[src/rtl/ergs_pkg.sv]
// Phase encodings and event bit indices shared between the stroke phase detector
// and the downstream rush calculator.
package ergs_pkg;

  localparam logic [1:0] PH_IDLE     = 2'd0;
  localparam logic [1:0] PH_DRIVE    = 2'd1;
  localparam logic [1:0] PH_RECOVERY = 2'd2;

  // Bit index doubles as issue priority: lower index leaves the queue first.
  localparam int EV_START_REC  = 0;
  localparam int EV_START_REF1 = 1;
  localparam int EV_START_REF2 = 2;
  localparam int EV_END_REF1   = 3;
  localparam int EV_END_REC    = 4;
  localparam int EV_N          = 5;

  localparam int N_REFS = 3;

  typedef logic [EV_N-1:0] ev_mask_t;

  // Isolates the lowest set bit (highest-priority pending event).
  function automatic ev_mask_t ev_first(input ev_mask_t m);
    return m & (~m + EV_N'(1));
  endfunction

endpackage

[src/rtl/stroke_phase_detector_if.sv]
// Handle-position sample input plus the stroke-phase event outputs of the detector.
interface stroke_phase_detector_if #(
  parameter int POS_W = 12
);
  logic             pos_valid;
  logic [POS_W-1:0] pos;
  logic             start_recovery;
  logic             start_ref1;
  logic             start_ref2;
  logic             end_ref1;
  logic             end_recovery;
  logic [1:0]       phase;
  logic [15:0]      stroke_count;

  modport master (
    output pos_valid, pos,
    input  start_recovery, start_ref1, start_ref2, end_ref1, end_recovery, phase, stroke_count
  );

  modport slave (
    input  pos_valid, pos,
    output start_recovery, start_ref1, start_ref2, end_ref1, end_recovery, phase, stroke_count
  );
endinterface

[src/rtl/stroke_event_queue.sv]
// Pending-event mask with merge-on-set and a fixed-priority one-hot issue stage:
// at most one registered pulse per cycle, lowest event index first.
module stroke_event_queue
  import ergs_pkg::*;
(
  input  logic     clk,
  input  logic     rst_n,
  input  ev_mask_t i_set,
  input  logic     i_clear,
  output ev_mask_t o_pulse
);

  ev_mask_t r_pend;
  ev_mask_t r_pulse;
  ev_mask_t w_merged;
  ev_mask_t w_issue;

  // New events join the mask before selection so an empty queue issues next cycle.
  assign w_merged = r_pend | i_set;
  assign w_issue  = ev_first(w_merged);

  always_ff @(posedge clk or negedge rst_n) begin
    if (!rst_n) begin
      r_pend  <= '0;
      r_pulse <= '0;
    end else if (i_clear) begin
      r_pend  <= '0;
      r_pulse <= '0;
    end else begin
      r_pend  <= w_merged & ~w_issue;
      r_pulse <= w_issue;
    end
  end

  assign o_pulse = r_pulse;

endmodule

[src/rtl/stroke_phase_detector.sv]
// Drive/recovery phase tracker for the erg handle: hysteretic direction detection,
// reference-point crossing events, stroke counting and an inactivity timeout.
module stroke_phase_detector
  import ergs_pkg::*;
#(
  parameter int POS_W       = 12,
  parameter int HYST        = 16,
  parameter int REF1_POS    = 2400,
  parameter int REF2_POS    = 1600,
  parameter int END_REF_POS = 800,
  parameter int TIMEOUT_CYC = 2**24
) (
  input logic                    clk,
  input logic                    rst_n,
  stroke_phase_detector_if.slave sp_bus
);

  localparam int W    = POS_W + 1;
  localparam int TO_W = $clog2(TIMEOUT_CYC + 1);
  localparam logic [N_REFS*W-1:0] REF_THR = {W'(END_REF_POS), W'(REF2_POS), W'(REF1_POS)};

  logic [1:0]        r_phase, w_phase_next;
  logic [POS_W-1:0]  r_pk, w_pk_next;
  logic [POS_W-1:0]  r_tr, w_tr_next;
  logic [POS_W-1:0]  r_last_pos, w_last_pos;
  logic [N_REFS-1:0] r_armed, w_armed_next;
  logic [15:0]       r_count, w_count_next;
  logic [TO_W-1:0]   r_to_cnt, w_to_cnt_next;

  logic [W-1:0]      w_pos, w_pk, w_tr, w_hyst;
  logic [N_REFS-1:0] w_ref_hit, w_ref_above_pk;
  logic              w_trans, w_timeout;
  ev_mask_t          w_set, w_pulse;

  assign w_pos  = {1'b0, sp_bus.pos};
  assign w_pk   = {1'b0, r_pk};
  assign w_tr   = {1'b0, r_tr};
  assign w_hyst = W'(HYST);
  assign w_last_pos = sp_bus.pos_valid ? sp_bus.pos : r_last_pos;

  // A ref only counts as crossed downward if the stroke peak was above it,
  // so a short stroke never fires the refs it never reached.
  for (genvar gi = 0; gi < N_REFS; gi++) begin : g_ref
    assign w_ref_hit[gi]      = (w_pos <= REF_THR[gi*W +: W]);
    assign w_ref_above_pk[gi] = (w_pk  >  REF_THR[gi*W +: W]);
  end

  always_comb begin
    w_phase_next = r_phase;
    w_pk_next    = r_pk;
    w_tr_next    = r_tr;
    w_armed_next = r_armed;
    w_count_next = r_count;
    w_set        = '0;
    w_trans      = 1'b0;
    if (sp_bus.pos_valid) begin
      case (r_phase)
        PH_IDLE: begin
          if (w_pos >= w_tr + w_hyst) begin
            w_phase_next = PH_DRIVE;
            w_pk_next    = sp_bus.pos;
            w_trans      = 1'b1;
          end else if (sp_bus.pos < r_tr) begin
            w_tr_next = sp_bus.pos;
          end
        end
        PH_DRIVE: begin
          if (w_pos + w_hyst <= w_pk) begin
            w_phase_next = PH_RECOVERY;
            w_tr_next    = sp_bus.pos;
            w_trans      = 1'b1;
            w_set[EV_START_REC] = 1'b1;
            w_set[EV_END_REF1:EV_START_REF1] = w_ref_above_pk & w_ref_hit;
            w_armed_next = w_ref_above_pk & ~w_ref_hit;
          end else if (sp_bus.pos > r_pk) begin
            w_pk_next = sp_bus.pos;
          end
        end
        PH_RECOVERY: begin
          if (w_pos >= w_tr + w_hyst) begin
            w_phase_next = PH_DRIVE;
            w_pk_next    = sp_bus.pos;
            w_trans      = 1'b1;
            w_count_next = r_count + 16'd1;
            w_set[EV_END_REC] = 1'b1;
          end else begin
            if (sp_bus.pos < r_tr) w_tr_next = sp_bus.pos;
            w_set[EV_END_REF1:EV_START_REF1] = r_armed & w_ref_hit;
            w_armed_next = r_armed & ~w_ref_hit;
          end
        end
        default: w_phase_next = PH_IDLE;
      endcase
    end

    // A transition on the same cycle always beats the timeout.
    w_timeout = !w_trans && (r_phase != PH_IDLE) && (r_to_cnt == TO_W'(TIMEOUT_CYC - 1));
    if (w_timeout) begin
      w_phase_next = PH_IDLE;
      w_tr_next    = w_last_pos;
    end

    if (w_trans || w_timeout)
      w_to_cnt_next = '0;
    else if (r_to_cnt != TO_W'(TIMEOUT_CYC))
      w_to_cnt_next = r_to_cnt + TO_W'(1);
    else
      w_to_cnt_next = r_to_cnt;
  end

  always_ff @(posedge clk or negedge rst_n) begin
    if (!rst_n) begin
      r_phase    <= PH_IDLE;
      r_pk       <= '0;
      r_tr       <= '0;
      r_last_pos <= '0;
      r_armed    <= '0;
      r_count    <= '0;
      r_to_cnt   <= '0;
    end else begin
      r_phase    <= w_phase_next;
      r_pk       <= w_pk_next;
      r_tr       <= w_tr_next;
      r_last_pos <= w_last_pos;
      r_armed    <= w_armed_next;
      r_count    <= w_count_next;
      r_to_cnt   <= w_to_cnt_next;
    end
  end

  stroke_event_queue u_queue (
    .clk     (clk),
    .rst_n   (rst_n),
    .i_set   (w_set),
    .i_clear (w_timeout),
    .o_pulse (w_pulse)
  );

  assign sp_bus.start_recovery = w_pulse[EV_START_REC];
  assign sp_bus.start_ref1     = w_pulse[EV_START_REF1];
  assign sp_bus.start_ref2     = w_pulse[EV_START_REF2];
  assign sp_bus.end_ref1       = w_pulse[EV_END_REF1];
  assign sp_bus.end_recovery   = w_pulse[EV_END_REC];
  assign sp_bus.phase          = r_phase;
  assign sp_bus.stroke_count   = r_count;

endmodule

[src/flat_wrapper.sv]
// flat-port wrapper written by rule: the top's interface ports become plain ports
module stroke_phase_detector_flat import ergs_pkg::*;
#(
  parameter int POS_W       = 12,
  parameter int HYST        = 16,
  parameter int REF1_POS    = 2400,
  parameter int REF2_POS    = 1600,
  parameter int END_REF_POS = 800,
  parameter int TIMEOUT_CYC = 2**24
)
  (clk, rst_n, sp_bus_pos_valid, sp_bus_pos, sp_bus_start_recovery, sp_bus_start_ref1, sp_bus_start_ref2, sp_bus_end_ref1, sp_bus_end_recovery, sp_bus_phase, sp_bus_stroke_count);
  stroke_phase_detector_if #(.POS_W(POS_W)) sp_bus_i ();
  input logic clk;
  input logic rst_n;
  input wire logic [$bits(sp_bus_i.pos_valid)-1:0] sp_bus_pos_valid;
  input wire logic [$bits(sp_bus_i.pos)-1:0] sp_bus_pos;
  output wire logic [$bits(sp_bus_i.start_recovery)-1:0] sp_bus_start_recovery;
  output wire logic [$bits(sp_bus_i.start_ref1)-1:0] sp_bus_start_ref1;
  output wire logic [$bits(sp_bus_i.start_ref2)-1:0] sp_bus_start_ref2;
  output wire logic [$bits(sp_bus_i.end_ref1)-1:0] sp_bus_end_ref1;
  output wire logic [$bits(sp_bus_i.end_recovery)-1:0] sp_bus_end_recovery;
  output wire logic [$bits(sp_bus_i.phase)-1:0] sp_bus_phase;
  output wire logic [$bits(sp_bus_i.stroke_count)-1:0] sp_bus_stroke_count;
  assign sp_bus_i.pos_valid = sp_bus_pos_valid;
  assign sp_bus_i.pos = sp_bus_pos;
  assign sp_bus_start_recovery = sp_bus_i.start_recovery;
  assign sp_bus_start_ref1 = sp_bus_i.start_ref1;
  assign sp_bus_start_ref2 = sp_bus_i.start_ref2;
  assign sp_bus_end_ref1 = sp_bus_i.end_ref1;
  assign sp_bus_end_recovery = sp_bus_i.end_recovery;
  assign sp_bus_phase = sp_bus_i.phase;
  assign sp_bus_stroke_count = sp_bus_i.stroke_count;
  stroke_phase_detector #(.POS_W(POS_W), .HYST(HYST), .REF1_POS(REF1_POS), .REF2_POS(REF2_POS), .END_REF_POS(END_REF_POS), .TIMEOUT_CYC(TIMEOUT_CYC)) u_core (.clk(clk), .rst_n(rst_n), .sp_bus(sp_bus_i));
endmodule
[config.mk]
export PLATFORM = sky130hd
export DESIGN_NAME = stroke_phase_detector_flat
export DESIGN_NICKNAME = d
export VERILOG_FILES = /design/src/rtl/ergs_pkg.sv /design/src/rtl/stroke_phase_detector_if.sv /design/src/rtl/stroke_event_queue.sv /design/src/rtl/stroke_phase_detector.sv /design/src/flat_wrapper.sv
export SDC_FILE = /design/constraint.sdc
export NUM_CORES = 1
export LEC_CHECK = 0
export ABC_AREA = 1
export BUFFER_PORTS_ARGS = -buffer_cell sky130_fd_sc_hd__buf_2
export CAP_MARGIN = 20
export CORE_MARGIN = 2
export CORE_UTILIZATION = 40
export CTS_BUF_LIST = sky130_fd_sc_hd__clkbuf_8
export DETAILED_ROUTE_END_ITERATION = 7
export PLACE_DENSITY = 0.65
export SLEW_MARGIN = 20
export SYNTH_ARGS = -nofsm -noshare
export SYNTH_HDL_FRONTEND = slang
export SYNTH_SLANG_ARGS = --single-unit
[constraint.sdc]
create_clock -name clk -period 3.8 [get_ports clk]
set_clock_uncertainty 0.15 [all_clocks]
set_input_delay 0.57 -clock clk [delete_from_list [all_inputs] [get_ports clk]]
set_output_delay 0.57 -clock clk [all_outputs]
set_load 0.03 [all_outputs]
==> results.cfg <==
[routing]
drt-total-wl_mm = 14.9
viasPerCell = 4.94
detailedRoute.firstIterationViolations = 276
antenna_left = 0
drc = 0
vias = 5560
wl_per_cell_um = 13.3
firstDrtPassIters = 5

[logic_synthesis]
synth_area_leader_cell = dfrtp_1
ys_seq_area_share_pct = 36.1
async_reset_ff_share_pct = 100
synth.distinct_cells = 39
synth_nets = 934
netlist.area_leader.share_pct = 36.1
synthFlopType = dfrtp_1
synth_area_leaders = dfrtp_1, nand2_1, ha_1
ys_ff_latch = 91
synth_edf_count = 0
avgSynthCellArea_um2 = 7.27
synth_common_cells = nand2_1, inv_1, dfrtp_1, nor2_1, nand3_1
netlist_instances = 868
yosysMostFrequentCell = nand2_1
synth_warnings = 0
synthesis.area_um2 = 6310

[timing]
period_minus_slack_ps = 3300
fmax_mhz = 303
period_share_pct = 86.9
tightestPinTransition_ps = 711
slew_headroom_pct = 52.6
hold_viol = 0
setup-violations-final = 0
drv_slew = 0
rsz0062_at_grt = false
layout_setup_ws_ps = 499
fin_tns_setup_ps = 0

[die]
coreArea_um2 = 15300
die_y_um = 130
pin_count = 38
die_w_um = 130
fp.dieArea_um2 = 16800
start_util_pct = 41.2
placementRows = 45

[clock_network]
cts_hold_buf = 0
cts_resized = 0
clockBufferDepth = 2
clkLatencyLatePin_ps = 380
postCtsSetupRepairBufs = 0
clockRootBuffer = clkbuf_8
cts_tree = built
path_clk_slew_ps = 90
numCtsBuffers = 9
cts_sinks = 91
htree_levels = 3

[global_routing]
grt_max_degree = 46
grt_usage_pct = 18.8
grt_pass1_wl_mm = 25.0
grt_pass1_vias = 5171
grt_antenna_before_repair = 0
gr-total-overflow = 0

[place]
pre_cts_ws_ps = 174
place_congestion = 0.871
dp_cells = 1109
dp_hpwl_mm = 11.4
port_buffers = 37

[final_layout]
drive_gt1_share_pct = 9.41
area_growth_pct = 10.2
fin_nets = 975
fin_util_pct = 45.4
diodes = 0
fillers = 1586
stdcell_count = 1125

[critical_path]
worstPathArrival_ps = 3430
path_class = reg -> reg
crit_required_ps = 3930
cp-start-kind = flop
cp_max_fo = 13
worstSetupEndpointType = flop

[pwr]
p_leak_nw = 3.54
vdd_ir_drop_max_mv = 0.396
power.density_nw_per_um2 = 581

[job]
maxCapViolations = 0

[outcome]
status = completed

[worst_hold_path]
hp-class = in -> async
[metal layers]
layer	up-vias	track usage [%]	share of wire (%)
met1	2589	25.6	49
met2	79	30.5	46
met3	18	4.17	3.4
li1	2874	-	-
met5	-	0	0
met4	0	4.74	1.5
[stage by stage]
| step | area (µm²) | power [W] | hold slack (ps) |
|---|---|---|---|
| floorplan | 6310 | 0.00283 | 124 |
| global placement | 6740 | 0.00332 | 305 |
| detailed placement | 6740 | 0.00334 | 311 |
| CTS | 6950 | 0.00406 | 25.7 |
| global route | 6950 | 0.00444 | 51.4 |
| finish | 6950 | 0.00404 | 16.0 |
[area by class of cell]
cell class | count | area, µm² | area share, %
flip-flops and latches | 91 | 2280 | 32.8
repair buffers | 48 | 270 | 3.89
clock buffers | 10 | 138 | 1.98
well taps | 211 | 264 | 3.80
multi-input cells | 645 | 3500 | 50.4
clock inverters | 6 | 71.3 | 1.03
inverters | 114 | 428 | 6.16
[flip-flops by register name, summed over array words and instances (netlist names)]
register                    cells
u_core.r_to_cnt                25
u_core.r_pk                    12
u_core.sp_bus.phase             2
u_core.u_queue.r_pend           4
u_core.r_last_pos              12
u_core.r_armed                  3
u_core.r_tr                    12
u_core.sp_bus.stroke_count     16
u_core.u_queue.o_pulse          5
[logic make-up (layout without fill, tap and decap cells)]
group,Yosys count,in the layout,synth area share (%)
adder cells (fa/ha/maj),51,51,10.1
AO/OA/AOI/OAI,70,70,6.15
flip-flops,91,91,36.1
XOR/XNOR,40,40,5.56
buffers and inverters,132,178,8.41
AND/OR/NAND/NOR,484,484,33.7
[path summary, 6_finish.rpt]
path | start | endpoint | slack [ps] | cells after the start
setup reg to reg | u_core.r_tr[4] | u_core.r_pk[10] | 500 | 16
min in group clk | u_core.r_tr[1] | u_core.r_tr[1] | 330 | 2
max in group asynchronous | rst_n | u_core.r_last_pos[1] | 2700 | 2
hold reg to reg | u_core.r_tr[1] | u_core.r_tr[1] | 330 | 2
setup / recovery | u_core.r_tr[4] | u_core.r_pk[10] | 500 | 16
hold / removal | rst_n | u_core.r_pk[8] | 20 | 1
[critical path, stage by stage (launching register included)]
cell     delay, ps
dfrtp_1        420
ha_1           210
nand2_1         80
nor2_2         140
nand3_1        100
xor2_1         150
ha_1           310
and3_1         160
nand2_1         60
nor2_1          80
nand2_1         50
nand3_1        220
nor2_1          90
nor2_2         400
nand2_1        370
nand2_1        160
nand2_1         50
[power breakdown]
part	switching [W]	internal, W	total (W)
logic	0.00126	0.000662	0.00192
clock network	0.000379	0.000329	0.000708
registers	0.000228	0.00118	0.00141
total	0.00186	0.00217	0.00404
[cells in the final DEF, fill, tap and decap left out, types with 4 or more instances in the layout]
cell type and n:
a21oi_1 28, and3_1 4, buf_2 36, buf_4 12, clkbuf_8 10, dfrtp_1 91, ha_1 51, inv_1 113
nand2_1 241, nand2_2 7, nand3_1 74, nand4_1 18, nor2_1 86, nor3_1 30, nor4_1 7, o21ai_0 31
xnor2_1 9, xor2_1 31
(Power assumes the default switching activity.)
